<file path="config.mk">
export PLATFORM = sky130hd
export DESIGN_NAME = frame_capture_sequencer
export DESIGN_NICKNAME = d
export VERILOG_FILES = /design/src/rtl/frame_capture_sequencer.sv
export SDC_FILE = /design/constraint.sdc
export NUM_CORES = 1
export LEC_CHECK = 0
export CAP_MARGIN = 20
export CORE_MARGIN = 2
export CORE_UTILIZATION = 39
export DETAILED_ROUTE_END_ITERATION = 12
export HOLD_SLACK_MARGIN = 0.02
export PLACE_DENSITY = 0.8
export SLEW_MARGIN = 10
export SYNTH_ARGS = -nofsm -noshare
export SYNTH_HDL_FRONTEND = slang
export SYNTH_SLANG_ARGS = --single-unit
export TNS_END_PERCENT = 1
</file>
<file path="constraint.sdc">
create_clock -name clk_in -period 2.4 [get_ports clk_in]
set_input_delay 0.36 -clock clk_in [delete_from_list [all_inputs] [get_ports clk_in]]
set_output_delay 0.36 -clock clk_in [all_outputs]
set_load 0.005 [all_outputs]
</file>
<file path="src/rtl/frame_capture_sequencer.sv">
// -----------------------------------------------------------------------------
// frame_capture_sequencer
//
// Purpose:
//   Sits between NUM_CAMS free-running camera pipelines and the stereo/SSD
//   engine. Each camera's BRAM write strobe is gated so that only whole frames
//   are stored: the first accepted write is word 0 and the last is word
//   FRAME_WORDS-1. When every channel holds a complete frame, the engine is
//   started with a one-cycle pulse. The sequencer then waits for the engine's
//   done pulse, publishes the result and either re-arms (continuous pacing)
//   or returns to IDLE (single shot).
//
// Optional feature:
//   FRAME_SEQ_TIMEOUT_EN - builds a collection watchdog. If COLLECT lasts
//   TIMEOUT_CYCLES cycles without a channel starting a frame, timeout_out
//   becomes sticky-high and all partial frames are discarded. When the macro
//   is undefined no counter exists and timeout_out is tied low.
//
// Ports:
//   clk_in          system clock, rising edge
//   rst_n_in        asynchronous active-low reset
//   pacing_in       run enable
//   single_shot_in  1 = one capture/process pass, then IDLE
//   cam_addr_in     per-camera write address, channel i at [i*ADDR_WIDTH +: ADDR_WIDTH]
//   cam_wea_in      per-camera raw write strobe
//   cam_wea_out     gated write strobe to the frame BRAMs
//   cam_done_out    per-channel frame-complete flags
//   collecting_out  high while in COLLECT
//   new_frame_out   one-cycle engine start pulse
//   frame_done_in   engine done pulse (only honoured in PROCESS)
//   get_output_out  result valid, held until the next new_frame_out
//   frame_count_out completed processing passes (wraps)
//   state_out       IDLE=0, COLLECT=1, PROCESS=2, DONE=3
//   timeout_out     sticky watchdog flag
// -----------------------------------------------------------------------------
module frame_capture_sequencer #(
    parameter int NUM_CAMS       = 2,
    parameter int ADDR_WIDTH     = 17,
    parameter int FRAME_WORDS    = 12800,
    parameter int TIMEOUT_CYCLES = 2000000,
    parameter int COUNT_WIDTH    = 16
) (
    input  logic                           clk_in,
    input  logic                           rst_n_in,
    input  logic                           pacing_in,
    input  logic                           single_shot_in,
    input  logic [NUM_CAMS*ADDR_WIDTH-1:0] cam_addr_in,
    input  logic [NUM_CAMS-1:0]            cam_wea_in,
    output logic [NUM_CAMS-1:0]            cam_wea_out,
    output logic [NUM_CAMS-1:0]            cam_done_out,
    output logic                           collecting_out,
    output logic                           new_frame_out,
    input  logic                           frame_done_in,
    output logic                           get_output_out,
    output logic [COUNT_WIDTH-1:0]         frame_count_out,
    output logic [1:0]                     state_out,
    output logic                           timeout_out
);

    localparam logic [ADDR_WIDTH-1:0] LAST_ADDR = ADDR_WIDTH'(FRAME_WORDS - 1);

    typedef enum logic [1:0] {
        ST_IDLE    = 2'd0,
        ST_COLLECT = 2'd1,
        ST_PROCESS = 2'd2,
        ST_DONE    = 2'd3
    } state_t;

    state_t                  state_q, state_d;
    logic [NUM_CAMS-1:0]     started_q, started_d;
    logic [NUM_CAMS-1:0]     finished_q, finished_d;
    logic                    new_frame_q, new_frame_d;
    logic                    get_output_q, get_output_d;
    logic [COUNT_WIDTH-1:0]  count_q, count_d;

    logic [NUM_CAMS-1:0]     addr_zero_s;
    logic [NUM_CAMS-1:0]     addr_end_s;
    logic                    collecting_s;
    logic                    all_finished_s;
    logic                    wd_expire_s;

    // Per-channel address decode; comparisons are unsigned at ADDR_WIDTH.
    for (genvar g = 0; g < NUM_CAMS; g++) begin : g_chan
        assign addr_zero_s[g] = (cam_addr_in[g*ADDR_WIDTH +: ADDR_WIDTH] == {ADDR_WIDTH{1'b0}});
        assign addr_end_s[g]  = (cam_addr_in[g*ADDR_WIDTH +: ADDR_WIDTH] >= LAST_ADDR);
    end

    assign collecting_s   = (state_q == ST_COLLECT);
    assign all_finished_s = &finished_q;

    // The word-0 write passes before started is registered (addr_zero term);
    // everything after the frame's last word is blocked by finished.
    assign cam_wea_out = cam_wea_in & {NUM_CAMS{collecting_s}}
                       & (started_q | addr_zero_s) & ~finished_q;

    assign cam_done_out    = finished_q;
    assign collecting_out  = collecting_s;
    assign new_frame_out   = new_frame_q;
    assign get_output_out  = get_output_q;
    assign frame_count_out = count_q;
    assign state_out       = state_q;

    // Next-state, per-channel frame tracking and result bookkeeping.
    always_comb begin
        state_d      = state_q;
        started_d    = started_q;
        finished_d   = finished_q;
        new_frame_d  = 1'b0;
        get_output_d = get_output_q;
        count_d      = count_q;
        case (state_q)
            ST_IDLE: begin
                started_d  = {NUM_CAMS{1'b0}};
                finished_d = {NUM_CAMS{1'b0}};
                if (pacing_in) begin
                    state_d = ST_COLLECT;
                end else begin
                    state_d = ST_IDLE;
                end
            end
            ST_COLLECT: begin
                // Abort wins over completion: pacing is the run enable.
                if (!pacing_in) begin
                    state_d    = ST_IDLE;
                    started_d  = {NUM_CAMS{1'b0}};
                    finished_d = {NUM_CAMS{1'b0}};
                end else if (all_finished_s) begin
                    state_d      = ST_PROCESS;
                    new_frame_d  = 1'b1;
                    get_output_d = 1'b0;
                    started_d    = {NUM_CAMS{1'b0}};
                    finished_d   = {NUM_CAMS{1'b0}};
                end else if (wd_expire_s) begin
                    started_d  = {NUM_CAMS{1'b0}};
                    finished_d = {NUM_CAMS{1'b0}};
                end else begin
                    // A repeated word 0 before finish just restarts the frame.
                    started_d  = started_q | (cam_wea_in & addr_zero_s);
                    finished_d = finished_q | (started_q & cam_wea_in & addr_end_s);
                end
            end
            ST_PROCESS: begin
                if (frame_done_in) begin
                    state_d = ST_DONE;
                end else begin
                    state_d = ST_PROCESS;
                end
            end
            ST_DONE: begin
                get_output_d = 1'b1;
                count_d      = count_q + COUNT_WIDTH'(1);
                if (pacing_in && !single_shot_in) begin
                    state_d = ST_COLLECT;
                end else begin
                    state_d = ST_IDLE;
                end
            end
            default: begin
                state_d    = ST_IDLE;
                started_d  = {NUM_CAMS{1'b0}};
                finished_d = {NUM_CAMS{1'b0}};
            end
        endcase
    end

    // Sequencer state and result registers.
    always_ff @(posedge clk_in or negedge rst_n_in) begin
        if (!rst_n_in) begin
            state_q      <= ST_IDLE;
            started_q    <= {NUM_CAMS{1'b0}};
            finished_q   <= {NUM_CAMS{1'b0}};
            new_frame_q  <= 1'b0;
            get_output_q <= 1'b0;
            count_q      <= {COUNT_WIDTH{1'b0}};
        end else begin
            state_q      <= state_d;
            started_q    <= started_d;
            finished_q   <= finished_d;
            new_frame_q  <= new_frame_d;
            get_output_q <= get_output_d;
            count_q      <= count_d;
        end
    end

`ifdef FRAME_SEQ_TIMEOUT_EN
    localparam int WD_W = $clog2(TIMEOUT_CYCLES + 1);
    localparam logic [WD_W-1:0] WD_LAST = WD_W'(TIMEOUT_CYCLES - 1);

    logic [WD_W-1:0] wd_q, wd_d;
    logic            timeout_q, timeout_d;

    // Expiry is the cycle in which the counter would reach TIMEOUT_CYCLES.
    assign wd_expire_s = collecting_s && (wd_q == WD_LAST);
    assign timeout_out = timeout_q;

    // Watchdog: idle at zero outside COLLECT, restarted whenever a channel starts.
    always_comb begin
        wd_d      = wd_q;
        timeout_d = timeout_q;
        if (!collecting_s) begin
            wd_d = {WD_W{1'b0}};
        end else if (wd_expire_s) begin
            wd_d      = {WD_W{1'b0}};
            timeout_d = 1'b1;
        end else if (|(started_d & ~started_q)) begin
            wd_d = {WD_W{1'b0}};
        end else begin
            wd_d = wd_q + WD_W'(1);
        end
    end

    // Watchdog registers; the timeout flag only clears on reset.
    always_ff @(posedge clk_in or negedge rst_n_in) begin
        if (!rst_n_in) begin
            wd_q      <= {WD_W{1'b0}};
            timeout_q <= 1'b0;
        end else begin
            wd_q      <= wd_d;
            timeout_q <= timeout_d;
        end
    end
`else
    assign wd_expire_s = 1'b0;
    assign timeout_out = 1'b0;
`endif

endmodule

</file>
==> flow_metrics.tcl <==
set metrics [dict create \
    num_rows 20 \
    drt_first_pass_iters 4 \
    r2r-end "frame_count_out[10]$_DFFE_PN0P_" \
    slew_violations 0 \
    drt_iter0_markers 45 \
    ctsRootBufferMaster "clkbuf_4" \
    fin_crit_sh_pct 97.44 \
    grt_usage_pct 21.38 \
    crit_required_ns 2.04 \
    synth_largest_area_cell "dfrtp_1" \
    synth-main-ff-cell "dfrtp_1" \
    finalWorstSetupSlack_ns 0.06133 \
    highest_layer "met4" \
    ir_worst_vdd_mv 0.6898 \
    ys_async_sr_fraction_pct 100.0 \
    ys_seq_area_share_pct 48.05 \
    cts.clk_slew.worst_paths_ns 0.13 \
    ys_warn_count 0 \
    worstSetupPathType "input pin to primary output" \
    synth_edf_count 0 \
    path_cells "dlygate4sd2_1 -> or4b_1 -> or3_4 -> or2_1 -> a211oi_2 -> buf_2" \
    grt_pass1_vias 1380 \
    clock-sinks 24 \
    grt_overflow 0 \
    die_x_um 60.61 \
    setup_violations 0 \
    min_period_ns 2.339 \
    critPathCapture "cam_wea_out[1]" \
    hp-class "input pin to async pin" \
    ys_ff_latch 24 \
    critical-path-top-delay-family "simple AND/OR/NAND/NOR gates" \
    syn_area_per_cell_um2 9.765 \
    viasPerCell 5.348 \
    synth_fp_nets 170 \
    coreArea_um2 3053 \
    gp_congestion 0.8228 \
    die_h_um 60.61 \
    hold_viol_final 0 \
    ant_nets 0 \
    crit_buf_inv 2 \
    place_inst 239 \
    antennaDiodeCount 0 \
    grt_max_degree 25 \
    drt-met1-wl_mm 1.390 \
    clk_latency_ns 0.32 \
    synthCells 128 \
    syn2layout_area_growth_pct 63.96 \
    critPathMaxStageDelay_ns 0.48 \
    power_density_nw_per_um2 395.2 \
    path_max_fanout 2 \
    cts_tree "yes" \
    synthTopCellsByArea "dfrtp_1 48%, xnor2_1 5.6%, xor2_1 4.9%" \
    synth_cell_types 36 \
    start_util_pct 40.94 \
    p_leak_uw 0.0009027 \
    hold_slack_ns 0.3862 \
    cp_data_arrival_time_ns 1.98 \
    r2r_slack_ns 0.65 \
    wl_met3_um 239 \
    layout.nets 243 \
    routed_wl_mm 3.633 \
    max_cap_violations 0 \
    reg2reg_from "state_out[0]$_DFFE_PN0P_" \
    critPathCaptureType "primary output" \
    status "finished, final reports clean" \
    fin_skew_ns 0.0007047 \
    max_freq_mhz 427.6 \
    layout-drive-gt1-share_pct 9.000 \
    yosys.area.top_type_share_pct 48.05 \
    die_area_um2 3674 \
    pre_cts_ws_ns -0.5925 \
    cts-buffers-inserted 3 \
    portBuffers 65 \
    finalNonFillerCells 244 \
    slowest_stage "or4b_1" \
    antenna_found_initial 0 \
    clockBufferDepth 2 \
    routedWlPerCell_um 14.89 \
    vias 1305 \
    h-tree-depth 1 \
    dp_hpwl_mm 2.840 \
    ff2ff_path_depth 4 \
    io_pins 67 \
    route.detailed.drc 0 \
    critPathLaunchType "input pin" \
    syn_area_um2 1250 \
    grt_first_pass_wirelength_mm 5.878 \
    dr_wl_met2_mm 1.868 \
    cp.depth 6 \
    cp-startpoint "cam_addr_in[30]" \
]
cells in the mapped netlist, types with 2 or more instances:
cell type   n
nand3_1    10
o21a_1      2
or3_1       4
nor2_1      6
dfrtp_1    24
nor4_1      6
nand4_1     8
xnor2_1     8
and3_1      5
xor2_1      7
nand2_1    11
nor3_1      8
inv_1       4
o21ai_0     3
per-layer routing:
layer | track usage (%) | up-vias
met5 | 0 | -
met2 | 39.17 | 74
met4 | 7.453 | 0
met3 | 5.757 | 14
met1 | 23.72 | 604
li1 | - | 613
worst register-to-register path, stage by stage, from the launching register on:
cell and delay, ns:
dfrtp_1 0.56, and3_1 0.27, nand4_1 0.25, or3_1 0.44
xnor2_1 0.13
worst min path at each step:
stage / depth (start not counted) / endpoint
final: 2 / frame_count_out[14]$_DFFE_PN0P_
after CTS: 2 / frame_count_out[14]$_DFFE_PN0P_
after floorplan: 0 / async pin
after global routing: 2 / frame_count_out[15]$_DFFE_PN0P_
after detailed placement: 1 / frame_count_out[15]$_DFFE_PN0P_
after global placement: 1 / frame_count_out[15]$_DFFE_PN0P_
state kept, by name, summed over array words and instances, names as in the netlist, named ones only:
signal           cells
get_output_out       1
cam_done_out         2
state_out            1
started_q            2
new_frame_out        1
frame_count_out     16
report_power, final:
part           total, uW  internal [uW]  switching (uW)
registers            409            405            3.41
clock network        296            169             127
logic                106           68.7            36.8
through the flow:
stage                     cell area, um2  power [uW]  setup TNS, ns  utilization, %
after floorplan                     1250       432.1              0               -
after global placement              1977       519.1        -0.7501           64.75
after detailed placement            1977       523.7        -0.7438           64.75
after CTS                           2027       814.1              0           66.39
after global routing                2049       841.3      -0.007123           67.13
final                               2049       810.0              0           67.13
cells by family after synthesis:
group	Yosys count	share of synthesized area [%]
xor+xnor	15	10.51
buf+inv	7	2.502
fa+ha+maj	1	1.001
flops	24	48.05
compound gates	14	8.308
other cells	1	0.3000
simple gates	64	27.63
mux	2	1.702
area by class of cell:
| type | instances | area (um2) |
|---|---|---|
| Inverter | 4 | 15.01 |
| Multi-Input combinational cell | 97 | 639.4 |
| Tap cell | 44 | 55.05 |
| Timing Repair Buffer | 71 | 686.9 |
| Sequential cell | 24 | 600.6 |
| Fill cell | 263 | 1003 |
| Clock inverter | 1 | 30.03 |
| Clock buffer | 3 | 22.52 |
timing repair:
action,4_1_cts,5_1_grt
pin swaps,6,6
buffers inserted,1,0
endpoints found under the hold margin,0,0
gates resized for setup,15,7
hold buffers,0,0
endpoints found under the setup margin,2,1
cell usage in the layout (no fill, tap or decap), types with 2 or more instances in the layout:
| cell type | n |
|---|---|
| and3_1 | 5 |
| buf_4 | 6 |
| clkbuf_4 | 3 |
| clkdlybuf4s15_1 | 2 |
| clkdlybuf4s50_1 | 53 |
| dfrtp_1 | 24 |
| dlygate4sd2_1 | 7 |
| dlymetal6s2s_1 | 2 |
| inv_1 | 4 |
| nand2_1 | 11 |
| nand3_1 | 10 |
| nand4_1 | 8 |
| nor2_1 | 6 |
| nor3_1 | 8 |
| nor4_1 | 6 |
| o21a_1 | 2 |
| o21ai_0 | 3 |
| or3_4 | 3 |
| xnor2_1 | 8 |
| xor2_1 | 7 |
No activity file was read; power rests on OpenSTA's default activity.
